### src/rtl/gp_timer.sv
// 16-bit general-purpose up-counter with prescaler, auto-reload, one-pulse mode
// and a sticky update flag exposed as a level interrupt.
module gp_timer #(
  parameter int unsigned CNT_W = 16,
  parameter int unsigned PSC_W = 16
) (
  input  logic             clk,
  input  logic             reset,
  input  logic             reg_we,
  input  logic [1:0]       reg_addr,
  input  logic [15:0]      reg_wdata,
  output logic [15:0]      reg_rdata,
  output logic [CNT_W-1:0] tim_cnt,
  output logic             update_pulse,
  output logic             timer_interrupt
);

  typedef enum logic {IDLE, RUN} state_e;

  state_e             state_q, state_d;
  logic               cen_q, cen_d;
  logic               opm_q, opm_d;
  logic               uie_q, uie_d;
  logic               uif_q, uif_d;
  logic               pulse_q, pulse_d;
  logic [PSC_W-1:0]   psc_q, psc_d;
  logic [PSC_W-1:0]   pcnt_q, pcnt_d;
  logic [CNT_W-1:0]   arr_q, arr_d;
  logic [CNT_W-1:0]   cnt_q, cnt_d;
  logic               update;

  logic wr_ctrl, wr_psc, wr_arr, wr_status;
  assign wr_ctrl   = reg_we && (reg_addr == 2'd0);
  assign wr_psc    = reg_we && (reg_addr == 2'd1);
  assign wr_arr    = reg_we && (reg_addr == 2'd2);
  assign wr_status = reg_we && (reg_addr == 2'd3);

  always_comb begin
    state_d = state_q;
    cen_d   = cen_q;
    opm_d   = opm_q;
    uie_d   = uie_q;
    uif_d   = uif_q;
    psc_d   = psc_q;
    pcnt_d  = pcnt_q;
    arr_d   = arr_q;
    cnt_d   = cnt_q;
    update  = 1'b0;

    if (wr_ctrl) begin
      cen_d = reg_wdata[0];
      opm_d = reg_wdata[1];
      uie_d = reg_wdata[2];
    end
    if (wr_psc) psc_d = reg_wdata[PSC_W-1:0];
    if (wr_arr) arr_d = reg_wdata[CNT_W-1:0];

    // Compares use the registered PSC/ARR, so a same-cycle write applies next cycle.
    case (state_q)
      IDLE: begin
        if (wr_ctrl && reg_wdata[0]) begin
          state_d = RUN;
          pcnt_d  = '0;
        end
      end
      RUN: begin
        if (wr_ctrl && !reg_wdata[0]) begin
          state_d = IDLE;
        end else if (pcnt_q >= psc_q) begin
          pcnt_d = '0;
          if (cnt_q >= arr_q) begin
            update = 1'b1;
            cnt_d  = '0;
            if (opm_q) begin
              state_d = IDLE;
              cen_d   = 1'b0;
            end
          end else begin
            cnt_d = cnt_q + CNT_W'(1);
          end
        end else begin
          pcnt_d = pcnt_q + PSC_W'(1);
        end
      end
      default: state_d = IDLE;
    endcase

    pulse_d = update;
    if (update) uif_d = 1'b1;
    else if (wr_status && reg_wdata[0]) uif_d = 1'b0;
  end

  always_ff @(posedge clk) begin
    if (reset) begin
      state_q <= IDLE;
      cen_q   <= 1'b0;
      opm_q   <= 1'b0;
      uie_q   <= 1'b0;
      uif_q   <= 1'b0;
      pulse_q <= 1'b0;
      psc_q   <= '0;
      pcnt_q  <= '0;
      arr_q   <= '1;
      cnt_q   <= '0;
    end else begin
      state_q <= state_d;
      cen_q   <= cen_d;
      opm_q   <= opm_d;
      uie_q   <= uie_d;
      uif_q   <= uif_d;
      pulse_q <= pulse_d;
      psc_q   <= psc_d;
      pcnt_q  <= pcnt_d;
      arr_q   <= arr_d;
      cnt_q   <= cnt_d;
    end
  end

  always_comb begin
    reg_rdata = '0;
    case (reg_addr)
      2'd0:    reg_rdata = {13'd0, uie_q, opm_q, cen_q};
      2'd1:    reg_rdata = 16'(psc_q);
      2'd2:    reg_rdata = 16'(arr_q);
      default: reg_rdata = {15'd0, uif_q};
    endcase
  end

  assign tim_cnt         = cnt_q;
  assign update_pulse    = pulse_q;
  assign timer_interrupt = uif_q & uie_q;

endmodule

### config.mk
export PLATFORM = sky130hd
export DESIGN_NAME = gp_timer
export DESIGN_NICKNAME = d
export VERILOG_FILES = /design/src/rtl/gp_timer.sv
export SDC_FILE = /design/constraint.sdc
export NUM_CORES = 1
export LEC_CHECK = 0
export ABC_AREA = 0
export CAP_MARGIN = 20
export CELL_PAD_IN_SITES_DETAIL_PLACEMENT = 0
export CELL_PAD_IN_SITES_GLOBAL_PLACEMENT = 1
export CORE_ASPECT_RATIO = 1.2
export CORE_MARGIN = 2
export CORE_UTILIZATION = 35
export CTS_CLUSTER_DIAMETER = 120
export DETAILED_ROUTE_END_ITERATION = 16
export DONT_BUFFER_PORTS = 1
export MAX_ROUTING_LAYER = met4
export PLACE_DENSITY_LB_ADDON = 0.1
export SETUP_SLACK_MARGIN = 0.1
export SYNTH_ARGS = -nofsm -noshare
export SYNTH_HDL_FRONTEND = slang
export SYNTH_SLANG_ARGS = --single-unit
### constraint.sdc
create_clock -name clk -period 3.7 [get_ports clk]
set_input_delay 0.555 -clock clk [delete_from_list [all_inputs] [get_ports clk]]
set_output_delay 0.555 -clock clk [all_outputs]
set_load 0.01 [all_outputs]
After elaboration in Yosys (flattened, before gate mapping):

Index checks and enable logic that the tools add are counted.
W data, S select, Z words.

* register bits after elaboration: 70
* input bits: 21
* output and inout bits: 34
* logic and storage cells: 58

* eq/ne operators: 5
* multiplexer cells: 24
* $add $sub $neg: 2
* bitwise gates (word level): 3
* reductions and logical operators: 12
* magnitude comparators: 2

Operators with widths (count)
* $mux W16: 4
* $pmux W16 S3: 1
* $add A16 B1 Y16 const B: 2
* $ge A16 B16 Y1: 2
* $pmux W16 S2: 1
* $mux W1: 17
* $logic_and A1 B1 Y1: 7
* $eq A2 B2 Y1 const B: 2
* $ne A2 B2 Y1 const B: 2
* $reduce_and A3 Y1: 1
* $eq A2 B1 Y1 const B: 1
* $logic_not A2 Y1: 1
* $not A1 Y1: 2
* $pmux W1 S2: 1
* $reduce_and A2 Y1: 1
* $reduce_bool A2 Y1: 1
* $and A1 B1 Y1: 1
* $logic_not A1 Y1: 1

Depth between registers and ports, before layout:

Gate-level depths: netlist (run 1).

* depth after elaboration: 8
* gate-level depth with buffers: 9
* depth with buffers taken out: 8

Worst setup path after synthesis (run 1):

OpenSTA, ideal clock, no wires.

* path kind: register -> register
* from: register psc_q[13]
* to: register cnt_q[4] (netlist: tim_cnt[4])
* stages on the path, launching flop included: 9
* setup time: 117 ps
* path buffers: 0
* arrival time: 2245 ps
* clock period less this slack: 2362 ps
* required time: 3583 ps
* slack: 1338 ps
* cell sequence: dfxtp_1 > inv_1 > ha_1 > nand4_1 > or3_1 > or4_4 > a31oi_4 > a21bo_1 > a32o_1

* cells in the longest elaborated chain, start to end: 2

Ends and longest elaborated chain
* start: declaration: RTL line 26 `logic [PSC_W-1:0] psc_q, psc_d;`
* start signal: assignment: RTL line 112 `psc_q <= psc_d;`
* $ge A16 B16 Y1: RTL line 69 `end else if (pcnt_q >= psc_q) begin`
* $reduce_and A3 Y1 (no line)
* end signal: assignment: RTL line 115 `cnt_q <= cnt_d;`
* end: declaration: RTL line 29 `logic [CNT_W-1:0] cnt_q, cnt_d;`

Every way passes these cells.
A chain may end at the register's enable or synchronous reset.

Worst setup path after layout (run 1):

* from: register psc_q[13]
* to: register cnt_q[5] (netlist: tim_cnt[5])

Same word-level chain as after synthesis.

==> results.yml, run 1 <==
clocking:
  tritoncts: "yes"
  cts.path.max_buffers: 2
  cts_sinks: 70
  htree_levels: 3
  numCtsBuffers: 9
  path_clk_slew_ps: 60
  cts_root_buffer: "clkbuf_16"
  worstSkewPairLatency_ps: 330
  cts_hold_buf: 0
  post_cts_buffers: 0
  cts_resized: 0
cells_and_area:
  area_growth_pct: 9.10
  drive_gt1_frac: 0.0496
  n_antenna_cell: 0
  final_common_cell: "nand2_1"
  layout_common_cells: "81 x nand2_1, 70 x dfxtp_1, 53 x nand3_1"
  nets: 556
  final_cells: 658
drt:
  vias: 3474
  vias_per_cell: 5.28
  drc_errors: 0
  drt_iter0_markers: 162
  final_antenna_net_count: 0
  wl_um: 10400
  drt-wirelength-per-cell_um: 15.7
  first_pass_iters: 4
grt:
  grt_max_degree: 41
  grt_pass1_wl_um: 17100
  overflow: 0
  grt_pass1_vias: 3299
  antenna_found_initial: 0
  grt_use_total: 0.181
floorplan:
  core_mm2: 0.0111
  num_rows: 42
  die_area_mm2: 0.0124
  start_util: 0.361
  die_h_um: 121
  io_pins: 55
  fp.dieW_um: 102
worst_setup_path:
  worst-r2r-cell-count: 9
  arrival_ps: 3080
  worstReg2RegStart: "psc_q[13]$_SDFFE_PP0P_"
  required_ps: 3920
  criticalPathCategory: "flop to flop"
  startpoint_type: "flop"
  reg2reg_setup_slack_ps: 850
  reg2reg_to: "tim_cnt[5]$_SDFFE_PP0P_"
  worstPathMaxFanout: 14
  endpoint_kind: "flop"
power_and_ir_drop:
  power_mw: 1.73
  p_per_area_mw_per_mm2: 393
  peakVddDrop_mv: 0.192
  power_leakage_nw: 1.77
flow_run:
  maxCapViolations: 0
sta:
  hold_violations: 0
  finalWorstSetupSlack_ps: 845
  slew_violations: 0
  fin_crit_ps: 2850
  fin_tns_setup_ps: 0
  max_freq_mhz: 350
  setup_viol: 0
  fin_crit_sh: 0.772
  hold_ws_ps: 297
  tightest_slew_ps: 865
  rsz0062_at_grt: "no"
  finalClockSkew_ps: 4.94
  maxSlewHeadroom: 0.421
synth:
  ys_types: 44
  synthArstFlopShare: 0
  ys_ff_latch: 70
  ys_warn_count: 0
  synth_edf_count: 0
  synth_area_mm2: 0.00403
  post_synth.cell_area_avg_um2: 7.86
  seq_area_frac_synth: 0.348
  postSynthCellCount: 512
  synthFlopType: "dfxtp_1"
  syn-num-nets: 567
min_path:
  min_path_type: "input pin to flop"
  hold_path_end: "psc_q[7]$_SDFFE_PP0P_"
  hold_path_depth: 1
  holdCritStartpoint: "reset"
status:
  status: "completed"
placement:
  dp_cells: 644
  gp_congestion: 0.793
  post-place-ws_ps: 840
  hpwl_um: 7780
  io_buffers: 0
## routing by layer
layer  wire length [um]  vias up  global-route usage  share of wire
met2               5160       68               0.303           0.50
met1               4610     1590               0.219           0.45
met3                418       12              0.0300          0.040
met4                169        0              0.0650          0.016
met5                  0        -                   -              0
li1                   -     1804                   -              -
## worst max-delay path, stage by stage, from the launching register on
cell and delay [ps]:
dfxtp_1 360, inv_1 60, ha_1 290, nand4_1 140, or3_1 400, or4_4 460
a31oi_4 440, buf_4 270, o21ai_1 80, a32o_1 250
## Yosys cell counts (all sizes together), types with 5 or more instances
cell type  instances  area, um^2
nor2b              5        31.3
a22o              17         149
a32o               8        80.1
clkbuf            19        71.3
or3                6        37.5
a31oi              9        71.3
nor3              13        65.1
and2               6        37.5
nand2b             7        43.8
nand3             53         265
nand2             81         304
ha                34         425
buf                8        51.3
nor4               6        37.5
nand4              9        56.3
mux2i              7        70.1
nor2              20        75.1
dfxtp             70        1400
inv               37         139
a21oi             30         150
o21ai             32         175
## flip-flops by register name, summed over array words and instances (netlist names)
| signal | count |
|---|---|
| arr_q | 16 |
| cen_q | 1 |
| opm_q | 1 |
| pcnt_q | 16 |
| psc_q | 16 |
| state_q | 1 |
| tim_cnt | 16 |
| uie_q | 1 |
| uif_q | 1 |
| update_pulse | 1 |
## metrics by stage
stage,area (um^2),utilization
floorplan,4030,-
global placement,4140,0.371
detailed placement,4140,0.371
CTS,4390,0.394
global route,4390,0.394
finish,4390,0.394
## worst max path at each step
stage	from	end	slack, ps	depth (start not counted)
2_1_floorplan	psc_q[13]$_SDFFE_PP0P_	tim_cnt[4]$_SDFFE_PP0P_	1340	8
3_3_place_gp	psc_q[15]$_SDFFE_PP0P_	tim_cnt[7]$_SDFFE_PP0P_	880	9
3_5_place_dp	psc_q[13]$_SDFFE_PP0P_	tim_cnt[7]$_SDFFE_PP0P_	840	9
4_1_cts	psc_q[13]$_SDFFE_PP0P_	tim_cnt[5]$_SDFFE_PP0P_	830	9
5_1_grt	psc_q[11]$_SDFFE_PP0P_	tim_cnt[5]$_SDFFE_PP0P_	700	9
6_report	psc_q[13]$_SDFFE_PP0P_	tim_cnt[5]$_SDFFE_PP0P_	850	9
## power breakdown
part           switching [mW]  internal, mW
Combinational          0.0852        0.0566
Clock                   0.318         0.463
Sequential             0.0277         0.777
Total                   0.431          1.30
## cells by family (layout without fill, tap and decap cells)
| logic type | Yosys count | in the layout | synth area share |
|---|---|---|---|
| fa+ha+maj | 34 | 34 | 0.106 |
| simple gates | 218 | 218 | 0.260 |
| mux | 8 | 8 | 0.0230 |
| xor+xnor | 5 | 5 | 0.0109 |
| flops | 70 | 70 | 0.348 |
| compound gates | 112 | 112 | 0.187 |
| buf+inv | 65 | 57 | 0.0659 |
## final cells by class
class | instances | area, um^2
repair buffers | 5 | 37.5
inverters | 38 | 143
fillers | 1172 | 6750
clock buffers | 12 | 246
flip-flops and latches | 70 | 1400
multi-input cells | 377 | 2360
well taps | 154 | 193
clock inverters | 2 | 10.0
No activity file was read; power rests on OpenSTA's default activity.
==> inputs of run 2 (changes only) <==
Clock period 3.7 ns to 3 ns, I/O delays scaled along.
==> run 2 against run 1 <==
Effect of this change: power rose by 24%; global-route usage fell by 0.11 points; hold slack got worse by 96 ps; core utilization rose by 0.33 points; cell count rose by 0.91%; register-to-register slack got worse by 540 ps; critical endpoint is now tim_cnt[3]$_SDFFE_PP0P_; highest routed layer unchanged; largest power group unchanged; clock power rose by 25%.
==> results.yml, run 2 (synthesized netlist as in run 1, its figures left out) <==
floorplan:
  die_area_mm2: 0.0124
  core_mm2: 0.0111
  die_h_um: 121
  fp.dieW_um: 102
  io_pins: 55
  num_rows: 42
  start_util: 0.361
min_path:
  min_path_type: "input pin to flop"
power_and_ir_drop:
  p_per_area_mw_per_mm2: 484
  p_seq_frac: 0.464
  power_leakage_nw: 1.78
  clock_power_share: 0.454
  pwr-share-comb: 0.082
  peakVddDrop_mv: 0.232
  p_sw_frac: 0.248
  intPower_mw: 1.61
  netSwitchingPower_uw: 531
sta:
  rsz0062_at_grt: "no"
  fin_tns_setup_ps: 0
  maxSlewHeadroom: 0.582
  slew_violations: 0
  finalClockSkew_ps: 7.80
  tightest_slew_ps: 620
  fin_crit_sh: 0.899
  setup_viol: 0
  max_freq_mhz: 371
  fin_crit_ps: 2700
  hold_violations: 0
drt:
  vias: 3491
  wl_um: 10400
  drc_errors: 0
  drt_iter0_markers: 146
  drt-wirelength-per-cell_um: 15.7
  first_pass_iters: 4
  vias_per_cell: 5.26
  final_antenna_net_count: 0
placement:
  io_buffers: 0
  gp_congestion: 0.803
  hpwl_um: 7880
grt:
  grt_pass1_wl_um: 17000
  grt_use_total: 0.180
  overflow: 0
  grt_max_degree: 41
  grt_pass1_vias: 3354
  antenna_found_initial: 0
clocking:
  worstSkewPairLatency_ps: 330
  cts_root_buffer: "clkbuf_16"
  cts.path.max_buffers: 2
  numCtsBuffers: 9
  cts_hold_buf: 0
  tritoncts: "yes"
  path_clk_slew_ps: 60
  cts_resized: 0
  htree_levels: 3
  post_cts_buffers: 0
  cts_sinks: 70
worst_setup_path:
  criticalPathCategory: "flop to flop"
  worstPathMaxFanout: 7
  endpoint_kind: "flop"
  startpoint_type: "flop"
  required_ps: 3270
  arrival_ps: 2970
cells_and_area:
  nFillCells: 1202
  multi_input_area_mm2: 0.00236
  area_growth_pct: 10.0
  drive_gt1_frac: 0.0549
  layout_common_cells: "81 x nand2_1, 70 x dfxtp_1, 53 x nand3_1"
  regArea_mm2: 0.00140
  final_common_cell: "nand2_1"
  utilization: 0.398
  n_antenna_cell: 0
  nets: 560
status:
  status: "completed"
flow_run:
  maxCapViolations: 0
-- run 2: cell count changes in the layout (fill, tap and decap cells not counted) --
cell      previous run  this run
buf_4                5         9
clkinv_2             2         1
clkbuf_1             2         5
-- run 2: worst paths after layout --
kind / from / endpoint / slack (ps) / cells past startpoint
setup / recovery: psc_q[13]$_SDFFE_PP0P_ / tim_cnt[3]$_SDFFE_PP0P_ / 300 / 9
hold / removal: reset / psc_q[3]$_SDFFE_PP0P_ / 200 / 1
setup reg to reg: psc_q[13]$_SDFFE_PP0P_ / tim_cnt[3]$_SDFFE_PP0P_ / 300 / 9
hold reg to reg: psc_q[5]$_SDFFE_PP0P_ / psc_q[5]$_SDFFE_PP0P_ / 470 / 2
-- run 2: power by group through the flow --
stage / clock (mW) / sequential, mW / combinational, mW
global route: 1.04 / 0.998 / 0.199
global placement: 0 / 1.01 / 0.176
CTS: 1.00 / 0.994 / 0.178
detailed placement: 0 / 1.01 / 0.178
floorplan: 0 / 1.00 / 0.154
finish: 0.973 / 0.994 / 0.176
-- run 2: metal layers --
metal,global-route usage,routed length (um)
met1,0.217,4710
met2,0.295,5150
met3,0.0317,414
met4,0.0733,162
met5,-,0
-- run 2: stage by stage --
step / cells / hold WS (ps) / instance area [um^2] / total power [mW] / setup slack [ps]
after floorplan: 512 / 449 / 4030 / 1.16 / 638
final: 664 / 202 / 4430 / 2.14 / 302
after CTS: 664 / 181 / 4430 / 2.17 / 284
after detailed placement: 648 / 460 / 4170 / 1.19 / 296
after global routing: 664 / 183 / 4430 / 2.24 / 156
after global placement: 648 / 458 / 4170 / 1.19 / 350
-- run 2: area by class of cell --
cell class,instances,area share
Clock buffer,15,0.0582
Sequential cell,70,0.316
Timing Repair Buffer,9,0.0153
Clock inverter,1,0.00113
Inverter,38,0.0322
Multi-Input combinational cell,377,0.533
Tap cell,154,0.0435
-- run 2: worst max-delay path, cell delays in order, from the launching register on --
cell and delay [ps]:
dfxtp_1 360, inv_1 60, ha_1 290, nand4_1 130, or3_1 400, or4_4 460
a31oi_4 280, buf_4 200, and2_1 290, a32o_1 170
